===== src/rtl/uart_pkg.sv =====
// Shared UART definitions: frame geometry and LED mode encoding.
// Imported by the tx indicator and its interface.
package uart_pkg;

  localparam int FRAME_BITS  = 10;
  localparam int LAST_BIT_ID = 9;
  localparam int BIT_ID_W    = 4;

  typedef enum logic [1:0] {
    LED_IDLE,
    LED_ACTIVE,
    LED_FAULT
  } led_mode_e;

  // Counter width that never collapses to zero bits.
  function automatic int cnt_w(input int n);
    return (n > 1) ? $clog2(n) : 1;
  endfunction

endpackage


===== src/rtl/uart_tx_indicator_if.sv =====
// Tx-side signals seen by the status LED driver.
// master = transmitter/bench side, slave = indicator.
interface uart_tx_indicator_if;
  import uart_pkg::*;

  logic                tx_clk;
  logic [BIT_ID_W-1:0] bit_ID;
  logic                green_LED;
  logic                red_LED;

  modport master (
    output tx_clk,
    output bit_ID,
    input  green_LED,
    input  red_LED
  );

  modport slave (
    input  tx_clk,
    input  bit_ID,
    output green_LED,
    output red_LED
  );

endinterface


===== src/rtl/sync_edge_det.sv =====
// Two-flop synchroniser followed by a registered rising-edge pulse.
// Pulse appears 3 clk edges after the async rise, lasting 1 cycle.
module sync_edge_det (
  input  logic clk,
  input  logic rst,
  input  logic async_in,
  output logic rise
);

  logic s1;
  logic s2;
  logic s3;

  // Synchronise, delay once more, and register the edge.
  always_ff @(posedge clk) begin
    if (rst) begin
      s1   <= 1'b0;
      s2   <= 1'b0;
      s3   <= 1'b0;
      rise <= 1'b0;
    end else begin
      s1   <= async_in;
      s2   <= s1;
      s3   <= s2;
      rise <= s2 & ~s3;
    end
  end

endmodule


===== src/rtl/uart_tx_indicator.sv =====
// Status LEDs for the UART transmitter: green idle, red busy,
// both blinking together once an illegal bit index is seen.
module uart_tx_indicator
  import uart_pkg::*;
#(
  parameter int HOLD_CYCLES  = 50_000_000,
  parameter int BLINK_CYCLES = 12_500_000,
  parameter int LAST_BIT_ID  = uart_pkg::LAST_BIT_ID
) (
  input logic                 int_clk,
  input logic                 rst,
  uart_tx_indicator_if.slave  tx
);

  localparam int HW = $clog2(HOLD_CYCLES + 1);
  localparam int BW = cnt_w(BLINK_CYCLES);

  localparam logic [HW-1:0] HOLD_LD    = HW'(HOLD_CYCLES);
  localparam logic [BW-1:0] BLINK_LAST = BW'(BLINK_CYCLES - 1);
  localparam logic [BIT_ID_W-1:0] LAST_ID = BIT_ID_W'(LAST_BIT_ID);

  logic                tx_rise;
  logic [HW-1:0]       hold_cnt;
  logic [BIT_ID_W-1:0] bit_q;
  logic                fault;
  logic                blink_ph;
  logic [BW-1:0]       blink_cnt;
  logic                active;
  logic                bad_id;
  led_mode_e           mode;

  sync_edge_det u_sync (
    .clk      (int_clk),
    .rst      (rst),
    .async_in (tx.tx_clk),
    .rise     (tx_rise)
  );

  assign bad_id = tx.bit_ID > LAST_ID;
  assign active = (hold_cnt != '0) | (bit_q != '0);

  // Capture the bit index on each tx edge and keep red lit a while after.
  always_ff @(posedge int_clk) begin
    if (rst) begin
      hold_cnt <= '0;
      bit_q    <= '0;
    end else if (tx_rise) begin
      hold_cnt <= HOLD_LD;
      bit_q    <= tx.bit_ID;
    end else if (hold_cnt != '0) begin
      hold_cnt <= hold_cnt - HW'(1);
    end
  end

  // Sticky fault with a free-running blink phase once latched.
  always_ff @(posedge int_clk) begin
    if (rst) begin
      fault     <= 1'b0;
      blink_ph  <= 1'b0;
      blink_cnt <= '0;
    end else if (!fault) begin
      if (tx_rise && bad_id) begin
        fault     <= 1'b1;
        blink_ph  <= 1'b1;
        blink_cnt <= '0;
      end
    end else if (blink_cnt == BLINK_LAST) begin
      blink_cnt <= '0;
      blink_ph  <= ~blink_ph;
    end else begin
      blink_cnt <= blink_cnt + BW'(1);
    end
  end

  // Fault outranks activity, activity outranks idle.
  always_comb begin
    mode = LED_IDLE;
    if (fault) begin
      mode = LED_FAULT;
    end else if (active) begin
      mode = LED_ACTIVE;
    end
  end

  // Register the LEDs from the selected mode.
  always_ff @(posedge int_clk) begin
    if (rst) begin
      tx.green_LED <= 1'b1;
      tx.red_LED   <= 1'b0;
    end else begin
      unique case (mode)
        LED_FAULT: begin
          tx.green_LED <= blink_ph;
          tx.red_LED   <= blink_ph;
        end
        LED_ACTIVE: begin
          tx.green_LED <= 1'b0;
          tx.red_LED   <= 1'b1;
        end
        default: begin
          tx.green_LED <= 1'b1;
          tx.red_LED   <= 1'b0;
        end
      endcase
    end
  end

endmodule


===== src/flat_wrapper.sv =====
// flat-port wrapper written by rule: the top's interface ports become plain ports
module uart_tx_indicator_flat import uart_pkg::*;
#(
  parameter int HOLD_CYCLES  = 50_000_000,
  parameter int BLINK_CYCLES = 12_500_000,
  parameter int LAST_BIT_ID  = uart_pkg::LAST_BIT_ID
)
  (int_clk, rst, tx_tx_clk, tx_bit_ID, tx_green_LED, tx_red_LED);
  uart_tx_indicator_if tx_i ();
  input logic int_clk;
  input logic rst;
  input wire logic [$bits(tx_i.tx_clk)-1:0] tx_tx_clk;
  input wire logic [$bits(tx_i.bit_ID)-1:0] tx_bit_ID;
  output wire logic [$bits(tx_i.green_LED)-1:0] tx_green_LED;
  output wire logic [$bits(tx_i.red_LED)-1:0] tx_red_LED;
  assign tx_i.tx_clk = tx_tx_clk;
  assign tx_i.bit_ID = tx_bit_ID;
  assign tx_green_LED = tx_i.green_LED;
  assign tx_red_LED = tx_i.red_LED;
  uart_tx_indicator #(.HOLD_CYCLES(HOLD_CYCLES), .BLINK_CYCLES(BLINK_CYCLES), .LAST_BIT_ID(LAST_BIT_ID)) u_core (.int_clk(int_clk), .rst(rst), .tx(tx_i));
endmodule

===== config.mk =====
export PLATFORM = sky130hd
export DESIGN_NAME = uart_tx_indicator_flat
export DESIGN_NICKNAME = d
export VERILOG_FILES = /design/src/rtl/uart_pkg.sv /design/src/rtl/uart_tx_indicator_if.sv /design/src/rtl/sync_edge_det.sv /design/src/rtl/uart_tx_indicator.sv /design/src/flat_wrapper.sv
export SDC_FILE = /design/constraint.sdc
export NUM_CORES = 1
export LEC_CHECK = 0
export ABC_AREA = 1
export CAP_MARGIN = 20
export CORE_AREA = 5 5 110 60
export CTS_BUF_LIST = sky130_fd_sc_hd__clkbuf_4
export DETAILED_ROUTE_END_ITERATION = 7
export DIE_AREA = 0 0 115 65
export MAX_ROUTING_LAYER = met4
export PLACE_DENSITY = 0.81
export REMOVE_ABC_BUFFERS = 1
export SLEW_MARGIN = 0
export SYNTH_ARGS = -nofsm -noshare
export SYNTH_HDL_FRONTEND = slang
export SYNTH_SLANG_ARGS = --single-unit

===== constraint.sdc =====
create_clock -name int_clk -period 1.92 [get_ports int_clk]
set_input_delay 0.384 -clock int_clk [delete_from_list [all_inputs] [get_ports int_clk]]
set_output_delay 0.384 -clock int_clk [all_outputs]
set_load 0.01 [all_outputs]

==> metrics.md <==
| Metric | Value |
|---|---|
| Number of synthesized flops with an enable pin | `0` |
| Worst-path maximum fanout | `4` |
| Final setup TNS | `0 ps` |
| Post-Syn Area per Cell | `6.845 µm²` |
| Slowest-stage cell, CP | `dfxtp_1` |
| Largest family of logic cells by synthesized area | `simple AND/OR/NAND/NOR gates` |
| Root Buffer Master | `clkbuf_4` |
| Post-synthesis register bit count | `62` |
| Post-DRT Antenna Nets | `0` |
| Largest net degree at the start of global routing | `27` |
| Chip height | `65 µm` |
| Adder and majority gate portion of the synthesized area | `0.7297%` |
| Top-area cell type share of the netlist area | `36.19%` |
| Later-pin clock latency in the skew report | `430 ps` |
| HP Class | `register to register` |
| Initial antenna violation count | `0` |
| Fin worst setup slack | `199.7 ps` |
| Pin slew with the least headroom to its limit | `451.2 ps` |
| CP Class | `register to register` |
| Commonest cells in the netlist | `113 x nand2_1, 69 x nor2_1, 62 x dfxtp_1` |
| Leak pwr | `1.579 nW` |
| Grt ovf | `0` |
| DP Area | `0.003623 mm²` |
| RSZ-0062 raised after global routing | `no` |
| Fraction of the mapped netlist area in simple logic gates | `41.88%` |
| Ordered cell list for the critical path | `ha_1 -> nand2_2 -> nor2_1 -> nand3_1 -> nor2_1 -> nand3_1 -> nand2_1 -> nand2_1 -> nor2_1` |
| 1st-iter DRT viols | `361` |
| CP max stage delay | `410 ps` |
| Max Cap Violations | `0` |
| Pwr/cell area | `1528 mW/mm²` |
| CTS tree | `built` |
| Post-CTS Setup Bufs | `0` |
| Initial Utilization | `60.11%` |
| Core area | `0.005705 mm²` |
| CTS H-tree lvls | `3` |
| Area fraction in compound gates after synthesis | `8.610%` |
| Layout Nets | `526` |
| Worst Clk Skew | `13.93 ps` |
| Most common cell in the netlist | `nand2_1` |
| Final Cycle Share | `89.60%` |
| Relative slew slack | `69.89%` |
| DP Wirelength | `6420 µm` |
| Peak Freq | `581.3 MHz` |
| Fillers | `517` |
| GRT Total Usage | `25.44%` |
| Die area | `0.007475 mm²` |
| Max Transition Viols Final | `0` |
| Dpl ws | `168.0 ps` |
| Site Rows | `20` |
| Clock slew at reported path FFs | `100 ps` |
| Crit path capture type | `register` |
| # hold bufs at CTS | `0` |
| Router iterations before antenna repair | `6` |
| Synth unique cells | `33` |
| First-pass GRT wire length | `14280 µm` |
| Top Ports | `9` |
| Critical Path AT | `2090 ps` |
| Most used DFF post-synth | `dfxtp_1` |
| Synth async-reset ratio | `0%` |
| CP Data Required Time | `2290 ps` |
| Largest area contributor in the netlist | `dfxtp_1` |
| Vias in the first global route | `2968` |
| Final period demand of the worst path | `1720 ps` |
| Outcome | `finished, final reports clean` |
| GP Congestion | `0.9773` |
| Final WL | `8411 µm` |
| Via density | `5.507` |
| Mapped Area | `0.003430 mm²` |
| Mux contribution to synthesized area | `0%` |
| Post-Syn Instances | `501` |
| Clock buffer depth | `2` |
| Vias | `3293` |
| Final hold vios | `0` |
| Xor and xnor fraction of the mapped netlist area | `4.852%` |
| Die Wd | `115 µm` |
| Crit path max-delay family | `simple AND/OR/NAND/NOR gates` |
| Critical path's most frequent cell | `nor2_1` |
| # diodes | `0` |
| Wirelength per Cell | `14.07 µm` |
| Final setup fails | `0` |
| Drt drc | `0` |
| Final instance area | `0.003797 mm²` |
| TritonCTS Buffers | `9` |
| Clk sinks | `62` |
| Post-CTS sizing | `0` |
| P&R area growth vs syn | `10.73%` |
| Critical path launch point type | `register` |
| Post-synthesis sequential area ratio | `36.19%` |
| Share of post-route cells with drive strength above 1 | `14.78%` |
| IO Port Bufs | `8` |
| Warnings from Yosys | `0` |
| Top cells by area, synth | `dfxtp_1 36%, nand2_1 12%, nor2_1 7.6%, nand3_1 7.4%, a21oi_1 5.5%` |
| Maximum VDD drop | `1.141 mV` |
| Worst Path Buf+Inv | `0` |
-- path summary, 6_finish.rpt --
kind | startpoint | to | slack [ps] | depth (start not counted)
max | u_core.blink_cnt[0] | u_core.blink_cnt[20] | 200 | 9
min | u_core.u_sync.s3 | u_core.u_sync.rise | 410 | 1
max reg2reg | u_core.blink_cnt[0] | u_core.blink_cnt[20] | 200 | 9
min reg2reg | u_core.u_sync.s3 | u_core.u_sync.rise | 410 | 1
-- placed cells by master, fill, tap and decap left out, types with 2 or more instances in the layout --
master	Yosys	layout
nor2_2	15	15
nand3b_1	3	3
nand2_2	13	13
inv_2	5	5
o21ai_1	2	2
clkdlybuf4s50_1	0	8
ha_1	2	2
nand4_1	11	11
buf_4	0	9
nor2_1	69	69
nor3_1	5	5
o21bai_1	2	2
xnor2_1	8	8
dfxtp_1	62	62
clkbuf_4	0	10
o21ai_0	8	8
nand4_2	2	2
nand2_1	113	113
xor2_1	11	11
nand3_2	4	4
a21oi_1	38	38
nor2_4	8	8
bufinv_16	0	3
inv_1	47	47
nand2_4	2	2
nand3_1	51	51
-- layout make-up --
| type | instances | area, µm² | area share [%] |
|---|---|---|---|
| clock buffer | 10 | 75.07 | 1.977 |
| tap | 77 | 96.34 | 2.537 |
| inverter | 52 | 195.2 | 5.140 |
| sequential | 62 | 1241 | 32.69 |
| timing repair buffer | 18 | 167.7 | 4.415 |
| multi-input combinational | 374 | 1923 | 50.64 |
| clock inverter | 5 | 98.84 | 2.603 |
-- worst reg2reg max path: stages (launching register included) --
cell	delay (ps)
dfxtp_1	410
ha_1	200
nand2_2	80
nor2_1	190
nand3_1	140
nor2_1	310
nand3_1	120
nand2_1	80
nand2_1	50
nor2_1	70
-- metal layers --
| layer | part of all wire (%) | up-vias | global-route usage, % |
|---|---|---|---|
| li1 | - | 1642 | - |
| met5 | 0 | - | - |
| met4 | 0.93 | 0 | 7.467 |
| met1 | 49 | 1490 | 36.32 |
| met3 | 12 | 8 | 11.19 |
| met2 | 37 | 153 | 31.56 |
-- kinds of logic (layout without fill, tap and decap cells) --
family | Yosys count | after routing
simple gates | 299 | 299
xor+xnor | 19 | 19
fa+ha+maj | 2 | 2
buf+inv | 65 | 85
compound gates | 54 | 54
flops | 62 | 62
-- per-stage QoR --
stage	total power, mW	hold slack [ps]	util (%)	cells
2_1_floorplan	3.907	372.8	-	488
3_3_place_gp	4.489	374.9	63.51	583
3_5_place_dp	4.566	392.2	63.51	583
4_1_cts	5.735	407.0	66.56	598
5_1_grt	6.242	426.5	66.56	598
6_report	5.801	407.1	66.56	598
-- registers in the layout (all words and copies together), names as in the netlist --
name	count
u_core.bit_q	4
u_core.blink_cnt	24
u_core.blink_ph	1
u_core.fault	1
u_core.hold_cnt	26
u_core.tx.green_LED	1
u_core.tx.red_LED	1
u_core.u_sync.rise	1
u_core.u_sync.s1	1
u_core.u_sync.s2	1
u_core.u_sync.s3	1
-- power by group --
group	switching [mW]	internal, mW
clock network	0.486	0.661
registers	0.248	1.54
logic	1.89	0.974
(Power assumes the default switching activity.)
